--- src/rtl/prim_pad_wrapper_pkg.sv ---
// Shared pad-wrapper types and helpers.
// - pad_pok_t  : one bank power-ok vector at the default width; modules that
//                change PokW declare their own logic [PokW-1:0] view.
// - bank_idx_t : widest bank index a pad may carry. Each module narrows it to
//                its own BankIdxW.
// - bank_idx_w : index width for n banks. It is never below 1, so a
//                single-bank build still has a legal index field.
package prim_pad_wrapper_pkg;

  localparam int unsigned PokWDefault = 8;
  localparam int unsigned BankIdxWMax = 8;

  typedef logic [PokWDefault-1:0] pad_pok_t;
  typedef logic [BankIdxWMax-1:0] bank_idx_t;

  function automatic int unsigned bank_idx_w(input int unsigned n);
    return (n > 1) ? $clog2(n) : 1;
  endfunction

endpackage

--- src/rtl/pad_pok_debounce.sv ---
// One bank: a two-flop synchronizer followed by a debounce stage.
// Ports:
// - clk, rst_ni : clock and asynchronous active-low reset.
// - pok         : raw bank vector, asynchronous to clk.
// - st          : accepted (stable) bank vector.
// - change      : one-cycle pulse on the cycle after st is updated.
module pad_pok_debounce #(
  parameter int unsigned PokW           = 8,
  parameter int unsigned DebounceCycles = 4
) (
  input  logic            clk,
  input  logic            rst_ni,
  input  logic [PokW-1:0] pok,
  output logic [PokW-1:0] st,
  output logic            change
);

  localparam int unsigned CntW = $clog2(DebounceCycles + 1);
  localparam logic [CntW-1:0] CntLast = CntW'(DebounceCycles - 1);

  if (DebounceCycles < 1 || DebounceCycles > 255) begin : g_bad_cycles
    $error("pad_pok_debounce: DebounceCycles must be in 1..255");
  end

  logic [PokW-1:0] meta, s, s_prev;
  logic [CntW-1:0] cnt, cnt_eff;

  // When s changes, the new value counts as its own first cycle.
  // The count therefore restarts at zero in that same cycle. As a result a
  // steady change commits DebounceCycles edges after it leaves the
  // synchronizer, and DebounceCycles == 1 commits on the first differing cycle.
  assign cnt_eff = (s != s_prev) ? '0 : cnt;

  always_ff @(posedge clk or negedge rst_ni) begin
    if (!rst_ni) begin
      meta   <= '0;
      s      <= '0;
      s_prev <= '0;
      st     <= '0;
      cnt    <= '0;
      change <= 1'b0;
    end else begin
      meta   <= pok;
      s      <= meta;
      s_prev <= s;
      change <= 1'b0;
      if (s == st) begin
        cnt <= '0;
      end else if (cnt_eff == CntLast) begin
        st     <= s;
        cnt    <= '0;
        change <= 1'b1;
      end else begin
        cnt <= cnt_eff + 1'b1;
      end
    end
  end

endmodule

--- src/rtl/pad_pok_monitor.sv ---
// Pad power-ok monitor. Each bank's raw power-ok vector is synchronized and
// debounced, then routed to pads according to PadBank. The block also keeps
// sticky per-bank change status with an interrupt output.
// Ports:
// - clk, rst_ni  : clock and asynchronous active-low reset.
// - pok_i        : raw per-bank vectors, asynchronous to clk.
// - irq_en_i     : per-bank interrupt enables.
// - irq_clr_i    : per-bank status clear pulses.
// - pad_pok_o    : per-pad debounced vector of the bank that drives the pad.
// - bank_ok_o    : per-bank "all bits good".
// - change_o     : per-bank one-cycle pulse on each accepted change.
// - irq_status_o : sticky per-bank change status.
// - irq_o        : OR over banks of (status AND enable).
module pad_pok_monitor
  import prim_pad_wrapper_pkg::*;
#(
  parameter int unsigned NumBanks       = 4,
  parameter int unsigned NumPads        = 8,
  parameter int unsigned PokW           = 8,
  parameter int unsigned DebounceCycles = 4,
  localparam int unsigned BankIdxW      = bank_idx_w(NumBanks),
  parameter logic [NumPads-1:0][BankIdxW-1:0] PadBank = '0
) (
  input  logic                          clk,
  input  logic                          rst_ni,
  input  logic [NumBanks-1:0][PokW-1:0] pok_i,
  input  logic [NumBanks-1:0]           irq_en_i,
  input  logic [NumBanks-1:0]           irq_clr_i,
  output logic [NumPads-1:0][PokW-1:0]  pad_pok_o,
  output logic [NumBanks-1:0]           bank_ok_o,
  output logic [NumBanks-1:0]           change_o,
  output logic [NumBanks-1:0]           irq_status_o,
  output logic                          irq_o
);

  logic [NumBanks-1:0][PokW-1:0] st;

  for (genvar b = 0; b < NumBanks; b++) begin : g_bank
    pad_pok_debounce #(
      .PokW           (PokW),
      .DebounceCycles (DebounceCycles)
    ) u_deb (
      .clk    (clk),
      .rst_ni (rst_ni),
      .pok    (pok_i[b]),
      .st     (st[b]),
      .change (change_o[b])
    );
    assign bank_ok_o[b] = &st[b];
  end

  // Routing is fixed at elaboration time. A pad mapped to a bank that does not
  // exist reads all-zero.
  for (genvar p = 0; p < NumPads; p++) begin : g_pad
    if (int'(PadBank[p]) < int'(NumBanks)) begin : g_ok
      assign pad_pok_o[p] = st[PadBank[p]];
    end else begin : g_bad
      $error("pad_pok_monitor: PadBank entry selects a nonexistent bank");
      assign pad_pok_o[p] = '0;
    end
  end

  // The set is ORed in after the clear, so a change in the same cycle as a
  // clear leaves the status set.
  always_ff @(posedge clk or negedge rst_ni) begin
    if (!rst_ni) begin
      irq_status_o <= '0;
    end else begin
      irq_status_o <= (irq_status_o & ~irq_clr_i) | change_o;
    end
  end

  assign irq_o = |(irq_status_o & irq_en_i);

endmodule

--- config.mk ---
export PLATFORM = sky130hd
export DESIGN_NAME = pad_pok_monitor
export DESIGN_NICKNAME = d
export VERILOG_FILES = /design/src/rtl/prim_pad_wrapper_pkg.sv /design/src/rtl/pad_pok_debounce.sv /design/src/rtl/pad_pok_monitor.sv
export SDC_FILE = /design/constraint.sdc
export NUM_CORES = 1
export LEC_CHECK = 0
export BUFFER_PORTS_ARGS = -buffer_cell sky130_fd_sc_hd__buf_2
export CORE_UTILIZATION = 54
export CTS_BUF_LIST = sky130_fd_sc_hd__clkbuf_4 sky130_fd_sc_hd__clkbuf_8
export CTS_CLUSTER_DIAMETER = 200
export DETAILED_ROUTE_END_ITERATION = 10
export PLACE_DENSITY = 0.78
export SLEW_MARGIN = 20
export SYNTH_ARGS = -nofsm -noshare
export SYNTH_HDL_FRONTEND = slang
export SYNTH_HIERARCHICAL = 1
export SYNTH_SLANG_ARGS = --single-unit
--- constraint.sdc ---
create_clock -name clk -period 6.2 [get_ports clk]
set_clock_uncertainty 0.05 [all_clocks]
set_input_delay 0.31 -clock clk [delete_from_list [all_inputs] [get_ports clk]]
set_output_delay 0.31 -clock clk [all_outputs]
set_load 0.05 [all_outputs]
# Yosys cells after proc, flatten, opt, wreduce, memory -nomap -nowiden
# Cells that the tools add are included.
# W data, S select, Z words.
[word_totals] ff_bits=148 output_inout_bits=77
[classes] eq_ne=12 bitwise_logic=8 reduce_logical=9 muxes=20 add_sub_neg=4
[ops] cell="$mux W3" count=12
[ops] cell="$eq A8 B8 Y1" count=4
[ops] cell="$ne A8 B8 Y1" count=4
[ops] cell="$reduce_and A8 Y1" count=4
[ops] cell="$add A3 B1 Y3 const B" count=4
[ops] cell="$eq A3 B2 Y1 const B" count=4
[ops] cell="$and A4 B4 Y4" count=2
[ops] cell="$mux W1" count=8
[ops] cell="$reduce_and A2 Y1" count=4
[ops] cell="$not A1 Y1" count=4
[ops] cell="$not A4 Y4" count=1
[ops] cell="$or A4 B4 Y4" count=1
[ops] cell="$reduce_or A4 Y1" count=1

# Longest topological paths before layout
# Gate-level depths: netlist of run 1.
[depth] ltp_word=5 ltp_mapped=8

# Cells and area by module
# The synthesis of run 1 kept the hierarchy.
[modules_own_cells] mod="pad_pok_debounce" area_each_um2=1234.9 n_inst=4 cells_each=75
[modules_own_cells] mod="pad_pok_monitor" area_each_um2=650.6 n_inst=1 cells_each=83

# Worst setup path after synthesis of run 1
# OpenSTA, ideal clock, no wires.
[synth_timing] path_type="register to register" start="register g_bank[0].u_deb.s[1]" end="register g_bank[0].u_deb.st[0]" arrival_ns=1.840 synth_period_minus_slack_ns=2.015 path_slack_ns=4.185 stages_incl_launch_ff=9 setup_ns=0.125 path_cell_list="dfrtp_1 -> xnor2_1 -> nand4_1 -> nor2_2 -> and2_1 -> ha_1 -> o21ai_2 -> a21oi_4 -> mux2_2"
[synth_between] elab_chain_cells=4 elab_cells_between_ends=6
[synth_lines] item="start: declaration" line_no="pad_pok_debounce.sv:25" source="logic [PokW-1:0] meta, s, s_prev;"
[synth_lines] item="start signal: assignment" line_no="pad_pok_debounce.sv:44" source="s <= meta;"
[synth_lines] item="$ne A8 B8 Y1" line_no="pad_pok_debounce.sv:32" source="assign cnt_eff = (s != s_prev) ? '0 : cnt;"
[synth_lines] item="$mux W3" line_no="pad_pok_debounce.sv:32"
[synth_lines] item="$eq A3 B2 Y1" line_no="pad_pok_debounce.sv:49" source="end else if (cnt_eff == CntLast) begin"
[synth_lines] item="$reduce_and A2 Y1 (no source line) (*)"
[synth_lines] item="end signal: assignment" line_no="pad_pok_debounce.sv:50" source="st <= s;"
[synth_lines] item="end: declaration" line_no="pad_pok_debounce.sv:14" source="output logic [PokW-1:0] st,"
# Every way passes the cells marked *; elsewhere a longest branch is shown, timed or not.
# A chain may end at the register's enable or synchronous reset.

# Final worst setup path of run 1
[layout_timing] start="register g_bank[2].u_deb.s[4]" end="register g_bank[2].u_deb.st[4]"
[layout_between] elab_chain_cells=4 elab_cells_between_ends=6
[layout_lines] item="start: declaration" line_no="pad_pok_debounce.sv:25"
[layout_lines] item="start signal: assignment" line_no="pad_pok_debounce.sv:44"
[layout_lines] item="$ne A8 B8 Y1" line_no="pad_pok_debounce.sv:32"
[layout_lines] item="$mux W3" line_no="pad_pok_debounce.sv:32"
[layout_lines] item="$eq A3 B2 Y1" line_no="pad_pok_debounce.sv:49"
[layout_lines] item="$reduce_and A2 Y1 (no source line)"
[layout_lines] item="end signal: assignment" line_no="pad_pok_debounce.sv:50"
[layout_lines] item="end: declaration" line_no="pad_pok_debounce.sv:14"
# Several ways; a longest one is shown, not always the timed one.

==> results_dict.tcl, run 1 <==
set metrics [dict create \
    via_count 3088 \
    start_util 0.564 \
    yosysTopAreaCell "dfrtp_1" \
    syn_to_final_growth_pct 20.7 \
    hold_class "primary input to flip-flop" \
    hold_viol_final 0 \
    first_global_vias 3093 \
    clk_latency_ns 0.42 \
    ant_nets 0 \
    final_min_period_over_clock_period 0.371 \
    syn_avg_cell_area_um2 14.6 \
    cp.arrival_ns 2.55 \
    p_per_area_nw_per_um2 292 \
    num_io_pins 119 \
    drive_above_1_share 0.382 \
    portBuffers 118 \
    grt_max_degree 81 \
    yosysWarnings 6 \
    routed_wl_mm 9.09 \
    p_leak_nw 3.29 \
    die_width_um 104 \
    ys_seq_elements 148 \
    cp-start-kind "flip-flop" \
    cap_violations 0 \
    cts_resized 0 \
    wl_per_cell_um 14.1 \
    ys_top_cells_by_area "dfrtp_1, xnor2_1, buf_4, mux2_2, nand4_1" \
    antenna_found_initial 0 \
    dp_hpwl_mm 5.88 \
    synth_cell_types 18 \
    use_met3 0.0522 \
    syn_area_um2 5590 \
    grt_overflow_total 0 \
    ys_seq_area_frac 0.662 \
    die_h_um 104 \
    htreeDepth 4 \
    period_needed_ns 2.30 \
    finalSetupViolations 0 \
    required_ns 6.45 \
    nets 544 \
    cts.sinks 148 \
    via_per_inst 4.80 \
    cts_buffers 17 \
    cts_tree "done" \
    irDropWorstVdd_uv 181 \
    firstDrtPassIters 4 \
    antennaDiodeCount 0 \
    core_um2 9910 \
    tns_ns 0 \
    finalMaxSlewViolations 0 \
    end_kind "flip-flop" \
    die_area_um2 10800 \
    fmax_ghz 0.435 \
    hold_slack_ns 0.101 \
    cts-root-buf "clkbuf_8" \
    utilization 0.681 \
    critPathKind "flip-flop to flip-flop" \
    drtIter0Drc 71 \
    synthesis.nets 429 \
    drcViolationCount 0 \
    crit_fanout 9 \
    grt_use_met1 0.224 \
    final.fill_count 681 \
    use_met2 0.327 \
    grt_pass1_wl_mm 15.4 \
    syn_inst 383 \
    worst_slew_pin_slew_ns 0.800 \
    clkTransAtPathRegs_ns 0.08 \
    rsz0062_at_grt "false" \
    synth_top_area_share 0.662 \
    relSlewSlack 0.467 \
    gr-max-usage-layer "met2" \
    grt_usage 0.189 \
    gp_congestion 0.750 \
    status "complete, no violations" \
    clock_path_buffers 2 \
    power_mw 1.97 \
    rows 36 \
]
-- path summary, 6_finish.rpt --
check,startpoint,endpoint,slack [ns],depth (start not counted)
min reg2reg,g_bank[3].u_deb/meta[4],g_bank[3].u_deb/s[4],0.30,0
max reg2reg,g_bank[2].u_deb/s[4],g_bank[2].u_deb/st[4],3.90,8
min,irq_clr_i[0],irq_status_o[0],0.10,3
max in group asynchronous,rst_ni,g_bank[3].u_deb/s_prev[5],4.42,3
min in group asynchronous,rst_ni,g_bank[1].u_deb/meta[0],0.41,2
max,g_bank[2].u_deb/s[4],g_bank[2].u_deb/st[4],3.90,8
-- sequential cells by signal, summed over array words and instances (netlist names) --
name,cells
g_bank.u_deb/meta,32
g_bank.u_deb/cnt,12
g_bank.u_deb/st,32
irq_status_o,4
g_bank.u_deb/change,4
g_bank.u_deb/s,32
g_bank.u_deb/s_prev,32
-- placed cells by master, fill, tap and decap left out --
cell	instances
a22oi_1	2
a21o_2	1
buf_6	1
nand2_1	5
nor2_1	12
clkbuf_4	2
nor2b_1	4
o21ai_2	4
a21o_1	3
buf_2	117
dlygate4sd3_1	33
clkinv_2	3
mux2_2	32
clkinvlp_4	1
nor3_1	4
dfrtp_1	148
bufinv_16	6
nand4_1	24
buf_4	1
nor2_2	4
clkbuf_8	19
ha_1	4
inv_1	4
xnor2_1	64
a21oi_4	4
and2_1	8
-- layout make-up --
class / instances / area, um2 / area share
well taps: 133 / 166 / 0.0247
inverters: 4 / 15.0 / 0.00222
repair buffers: 152 / 935 / 0.138
flip-flops and latches: 148 / 3700 / 0.549
clock buffers: 21 / 277 / 0.0410
multi-input cells: 175 / 1450 / 0.215
clock inverters: 10 / 203 / 0.0300
-- synth_stat cells --
master,instances
a21o_1,3
nor2b_1,4
inv_1,4
a22oi_1,2
nand2_1,5
dfrtp_1,148
xnor2_1,64
a21o_2,1
nand4_1,24
and2_1,8
o21ai_2,4
buf_4,56
ha_1,4
mux2_2,32
nor2_1,12
nor3_1,4
nor2_2,4
a21oi_4,4
-- power breakdown --
part | internal, mW | switching [mW]
clock | 0.546 | 0.325
combinational | 0.0451 | 0.0360
sequential | 0.997 | 0.0231
total | 1.59 | 0.384
-- per-stage QoR --
stage | area, um2 | cells | setup slack (ns)
final | 6750 | 643 | 3.90
after global routing | 6750 | 643 | 3.73
after CTS | 6750 | 643 | 3.89
after detailed placement | 5940 | 579 | 3.93
after global placement | 5940 | 579 | 3.96
after floorplan | 5590 | 383 | 4.18
-- cell families (layout without fill, tap and decap cells) --
logic type,count (synthesis),count (layout),share of synthesized area
DFF,148,148,0.662
xor gates and xnor gates,64,64,0.100
and+or+nand+nor,61,61,0.0598
buffers and inverters,60,187,0.0779
muxes,32,32,0.0645
AOI/OAI and AO/OA,14,14,0.0262
adders and majority gates,4,4,0.00895
-- worst max-delay path, stage by stage, from the launching register on --
cell and delay, ns:
dfrtp_1 0.44, xnor2_1 0.18, nand4_1 0.13, nor2_2 0.23, and2_1 0.18, ha_1 0.19, o21ai_2 0.08, a21oi_4 0.31
mux2_2 0.39
-- per-layer routing --
layer / wire [um] / share of wire / vias up
met4: 126 / 0.014 / 0
met2: 4790 / 0.53 / 97
met3: 365 / 0.040 / 12
li1: - / - / 1449
met5: 0 / 0 / -
met1: 3810 / 0.42 / 1530
-- repair_timing --
| action | in CTS | in global routing |
|---|---|---|
| hold buffers | 33 | 0 |
| buffers inserted | 0 | 0 |
| hold endpoints to repair | 111 | 0 |
Power figures use the tool's default switching activity.
==> run 2: changes to the inputs <==
CORE_UTILIZATION = 51   (was 54)
PLACE_DENSITY = 0.77   (was 0.78)
clock period = 2 ns   (was 6.2 ns; I/O delays follow)
==> results_dict.tcl, run 2 (same netlist as run 1, synthesis figures left out) <==
set metrics [dict create \
    slowest_delay_ns 0.40 \
    cp-start-kind "flip-flop" \
    layout_commonest_cell "dfrtp_1" \
    cap_violations 0 \
    status "finished with violations" \
    gp_congestion 0.748 \
    hold_viol_final 0 \
    clk_latency_ns 0.43 \
    final_min_period_over_clock_period 1.04 \
    grt_usage 0.188 \
    critPathLaunch "g_bank[2].u_deb/s_prev[2]" \
    p_leak_nw 3.66 \
    first_global_vias 3388 \
    critPathKind "flip-flop to flip-flop" \
    relSlewSlack 0.726 \
    nets 609 \
    syn_to_final_growth_pct 34.3 \
    grt_overflow_total 0 \
    rsz0062_at_grt "true" \
    die_width_um 107 \
    drtIter0Drc 81 \
    num_io_pins 119 \
    crit_path_cell_trace "xnor2_2, nand4_1, nor2_2, and2_4, ha_4, o21ai_4, a21oi_4, buf_12, mux2_2" \
    core_um2 10500 \
    utilization 0.718 \
    place_area_um2 6310 \
    design_area_um2 7510 \
    ant_nets 0 \
    via_count 3313 \
    violations "setup timing" \
    clkTransAtPathRegs_ns 0.07 \
    final_cell_mix "dfrtp_1, buf_2, xnor2_1" \
    wl_per_cell_um 13.9 \
    crit_family "simple AND/OR/NAND/NOR gates" \
    firstDrtPassIters 4 \
    via_per_inst 4.66 \
    critPathSlowestCell "dfrtp_1" \
    cts-root-buf "clkbuf_8" \
    cts_tree "done" \
    fmax_ghz 0.480 \
    htreeDepth 4 \
    hold_class "primary input to async pin" \
    irDropWorstVdd_uv 589 \
    end_kind "flip-flop" \
    portBuffers 118 \
    start_util 0.534 \
    period_needed_ns 2.08 \
    p_per_area_nw_per_um2 802 \
    die_area_um2 11400 \
    grt_max_degree 56 \
    dp_hpwl_mm 6.26 \
    hold_slack_ns 0.0928 \
    required_ns 2.27 \
    pre_cts_ws_ns -0.149 \
    rows 37 \
    antenna_found_initial 0 \
    cts_buffers 17 \
    finalSetupViolations 21 \
    drcViolationCount 0 \
    fin_ws_ns -0.0837 \
    reg2reg_from "g_bank[2].u_deb/s_prev[2]" \
    crit_fanout 9 \
    antennaDiodeCount 0 \
    cts.sinks 148 \
    drive_above_1_share 0.470 \
    clock_path_buffers 2 \
    grt_pass1_wl_mm 15.8 \
    die_h_um 107 \
    finalMaxSlewViolations 0 \
    routed_wl_mm 9.87 \
    worst_slew_pin_slew_ns 0.410 \
    power_mw 6.02 \
    cp.arrival_ns 2.36 \
    crit_buf_inv 1 \
]
run 2: path summary, 6_finish.rpt:
check	slack [ns]	cells past startpoint	to
setup / recovery	-0.08	9	g_bank[2].u_deb/st[7]
hold / removal	0.09	2	g_bank[2].u_deb/s_prev[0]
setup reg to reg	-0.08	9	g_bank[2].u_deb/st[7]
hold reg to reg	0.29	0	g_bank[2].u_deb/s[2]
max in group asynchronous	1.19	3	g_bank[3].u_deb/s[7]
min in group clk	0.25	2	g_bank[1].u_deb/meta[7]
run 2: cell type report:
cell class	instances	area, um2
Clock buffer	20	263
Clock inverter	11	183
Fill cell	670	2950
Inverter	4	15.0
Multi-Input combinational cell	176	1670
Sequential cell	148	3700
Tap cell	136	170
Timing Repair Buffer	216	1510
run 2: metrics by stage:
step	setup TNS, ns	instances
floorplan	-0.389	383
global placement	-1.61	628
detailed placement	-3.47	628
CTS	-0.326	706
global route	-3.35	711
finish	-0.875	711
run 2: per-layer routing:
metal	routed length (um)	vias to the layer above	track usage
met2	5120	105	0.318
met1	4050	1611	0.214
met3	470	21	0.0620
met4	237	0	0.0939
met5	0	-	0
li1	-	1576	-
run 2: where the power goes:
part,switching (mW),internal [mW]
sequential,0.0494,3.09
clock,0.997,1.53
combinational,0.155,0.201
total,1.20,4.82
run 2: repair_timing:
action,CTS,global route
cloned,1,1
hold buffers,37,0
resized for setup,32,15
setup buffers,9,4
pin swaps,10,12
endpoints found under the setup margin,32,32
hold endpoints to repair,184,0
==> run 3: changes to the inputs <==
BUFFER_PORTS_ARGS = -buffer_cell sky130_fd_sc_hd__clkbuf_2   (was -buffer_cell sky130_fd_sc_hd__buf_2)
CORE_UTILIZATION = 54   (was 51)
PLACE_DENSITY = 0.78   (was 0.77)
SYNTH_HIERARCHICAL = unset   (was 1)
clock period = 2.5 ns   (was 2 ns; I/O delays follow)
==> results_dict.tcl, run 3 <==
set metrics [dict create \
    r2r_end "g_bank[1].u_deb.st[6]" \
    irDropWorstVdd_uv 520 \
    ys_seq_area_frac 0.663 \
    syn_avg_cell_area_um2 14.4 \
    tns_ns 0 \
    drtIter0Drc 97 \
    syn_to_final_growth_pct 20.6 \
    pre_cts_ws_ns 0.132 \
    yosysWarnings 0 \
    crit_fanout 9 \
    synthesis.nets 433 \
    hold_slack_ns 0.161 \
    clkTransAtPathRegs_ns 0.08 \
    critPathKind "flip-flop to flip-flop" \
    p_per_area_nw_per_um2 672 \
    routed_wl_mm 8.61 \
    cp.arrival_ns 2.53 \
    die_area_um2 10800 \
    num_io_pins 119 \
    required_ns 2.76 \
    reg2reg_from "g_bank[1].u_deb.s[1]" \
    wl_per_cell_um 13.2 \
    core_um2 9910 \
    drive_above_1_share 0.376 \
    pwr-share-comb 0.047 \
    grt_usage 0.176 \
    layout.cells.non_filler 654 \
    dp_hpwl_mm 5.64 \
    rr_worst_depth 9 \
    intPower_mw 3.50 \
    post-synth-top-count-cell "dfrtp_1" \
    hold_viol_final 0 \
    syn_area_um2 5590 \
    synth_edf_count 0 \
    crit_path_cell_trace "xnor2_1, nand4_1, nor2_2, and2_1, ha_1, inv_1, a211oi_4, buf_4, mux2_2" \
    cts.sinks 148 \
    ys.flop_type "dfrtp_1" \
    worst_slew_pin_slew_ns 0.506 \
    drcViolationCount 0 \
    rsz0062_at_grt "false" \
    cts_tree "done" \
    final.fill_count 704 \
    ys_top_cells_by_area "dfrtp_1, xnor2_1, buf_4, mux2_2, nand4_1" \
    cp-start-kind "flip-flop" \
    htreeDepth 4 \
    power_switching_mw 1.03 \
    first_global_vias 3084 \
    cts_buffers 17 \
    yosysTopAreaCell "dfrtp_1" \
    ys_seq_elements 148 \
    slowest_delay_ns 0.43 \
    grt_max_degree 57 \
    crit_family "simple AND/OR/NAND/NOR gates" \
    relSlewSlack 0.662 \
    antennaDiodeCount 0 \
    netSwitchingFraction 0.227 \
    p_leak_nw 3.23 \
    nets 555 \
    finalSetupViolations 0 \
    synth_top_area_share 0.663 \
    status "complete, no violations" \
    reg2reg_slack_ns 0.23 \
    rows 36 \
    finalMaxSlewViolations 0 \
    via_per_inst 4.74 \
    end_kind "flip-flop" \
    dp_cells 586 \
    fmax_ghz 0.440 \
    synth_cell_types 18 \
    cap_violations 0 \
    ant_nets 0 \
    pwr-share-clk 0.395 \
    start_util 0.564 \
    syn_inst 387 \
    via_count 3100 \
    cts-root-buf "clkbuf_8" \
    period_needed_ns 2.27 \
    fin_ws_ns 0.229 \
    layout_commonest_cell "dfrtp_1" \
    final_min_period_over_clock_period 0.908 \
    clk_latency_ns 0.43 \
    die_width_um 104 \
    critPathSlowestCell "dfrtp_1" \
    seqPwrFrac 0.558 \
    final_cell_mix "dfrtp_1, clkbuf_2, xnor2_1" \
    gp_congestion 0.763 \
    post_cts_buffers 0 \
    crit_buf_inv 2 \
    portBuffers 118 \
    die_h_um 104 \
    hold_class "primary input to async pin" \
    antenna_found_initial 0 \
    grt_pass1_wl_mm 14.6 \
    netlist_top_cells_count "dfrtp_1, xnor2_1, buf_4" \
    grt_overflow_total 0 \
    synthArstFlopShare 1.00 \
    clock_path_buffers 2 \
    firstDrtPassIters 3 \
]
run 3: how the worst max path moves through the flow:
| stage | start | end | depth (start not counted) |
|---|---|---|---|
| global placement | g_bank[1].u_deb.s[1] | g_bank[1].u_deb.st[2] | 9 |
| finish | g_bank[1].u_deb.s[1] | g_bank[1].u_deb.st[6] | 9 |
| detailed placement | g_bank[1].u_deb.s[1] | g_bank[1].u_deb.st[2] | 9 |
| floorplan | g_bank[3].u_deb.s[0] | g_bank[3].u_deb.st[0] | 8 |
| CTS | g_bank[1].u_deb.s[1] | g_bank[1].u_deb.st[6] | 9 |
| global route | g_bank[2].u_deb.s[6] | g_bank[2].u_deb.st[0] | 9 |
run 3: cell type report:
class / count / area (um2) / share of cell area
tap: 133 / 166 / 0.0247
clock inverter: 13 / 150 / 0.0223
timing repair buffer: 163 / 1040 / 0.154
clock buffer: 18 / 241 / 0.0358
multi-input combinational: 173 / 1410 / 0.210
sequential: 148 / 3700 / 0.550
inverter: 6 / 22.5 / 0.00334
run 3: logic make-up after synthesis:
logic type,count (synthesis),share of synthesized area
xor+xnor,64,0.100
mux,32,0.0645
fa+ha+maj,4,0.00896
simple gates,61,0.0585
compound gates,12,0.0202
buf+inv,66,0.0847
flops,148,0.663
run 3: per-stage QoR:
stage | total power [mW] | area, um2 | util
floorplan | 2.63 | 5590 | -
global placement | 2.74 | 5970 | 0.603
detailed placement | 2.74 | 5970 | 0.603
CTS | 4.57 | 6730 | 0.680
global route | 4.72 | 6740 | 0.680
finish | 4.53 | 6740 | 0.680
run 3: layer usage:
metal | wire (um) | part of all wire | track usage
met2 | 4330 | 0.50 | 0.287
met3 | 312 | 0.036 | 0.0510
met5 | 0 | 0 | 0
met1 | 3780 | 0.44 | 0.222
met4 | 194 | 0.023 | 0.0776
run 3: power by group through the flow:
stage,Sequential [mW],Combinational (mW),Clock (mW)
2_1_floorplan,2.56,0.0732,0
3_3_place_gp,2.57,0.166,0
3_5_place_dp,2.58,0.168,0
4_1_cts,2.53,0.215,1.83
5_1_grt,2.54,0.237,1.95
6_report,2.53,0.211,1.79
run 3: what timing repair did:
action | 4_1_cts | 5_1_grt
resized for setup | 0 | 1
hold buffers | 37 | 0
endpoints found under the setup margin | 0 | 3
endpoints found under the hold margin | 89 | 0
run 3: worst reg2reg max path, cell delays in order, from the launching register on:
cell      delay [ns]
dfrtp_1         0.43
xnor2_1         0.19
nand4_1         0.12
nor2_2          0.23
and2_1          0.19
ha_1            0.16
inv_1           0.07
a211oi_4        0.15
buf_4           0.21
mux2_2          0.35
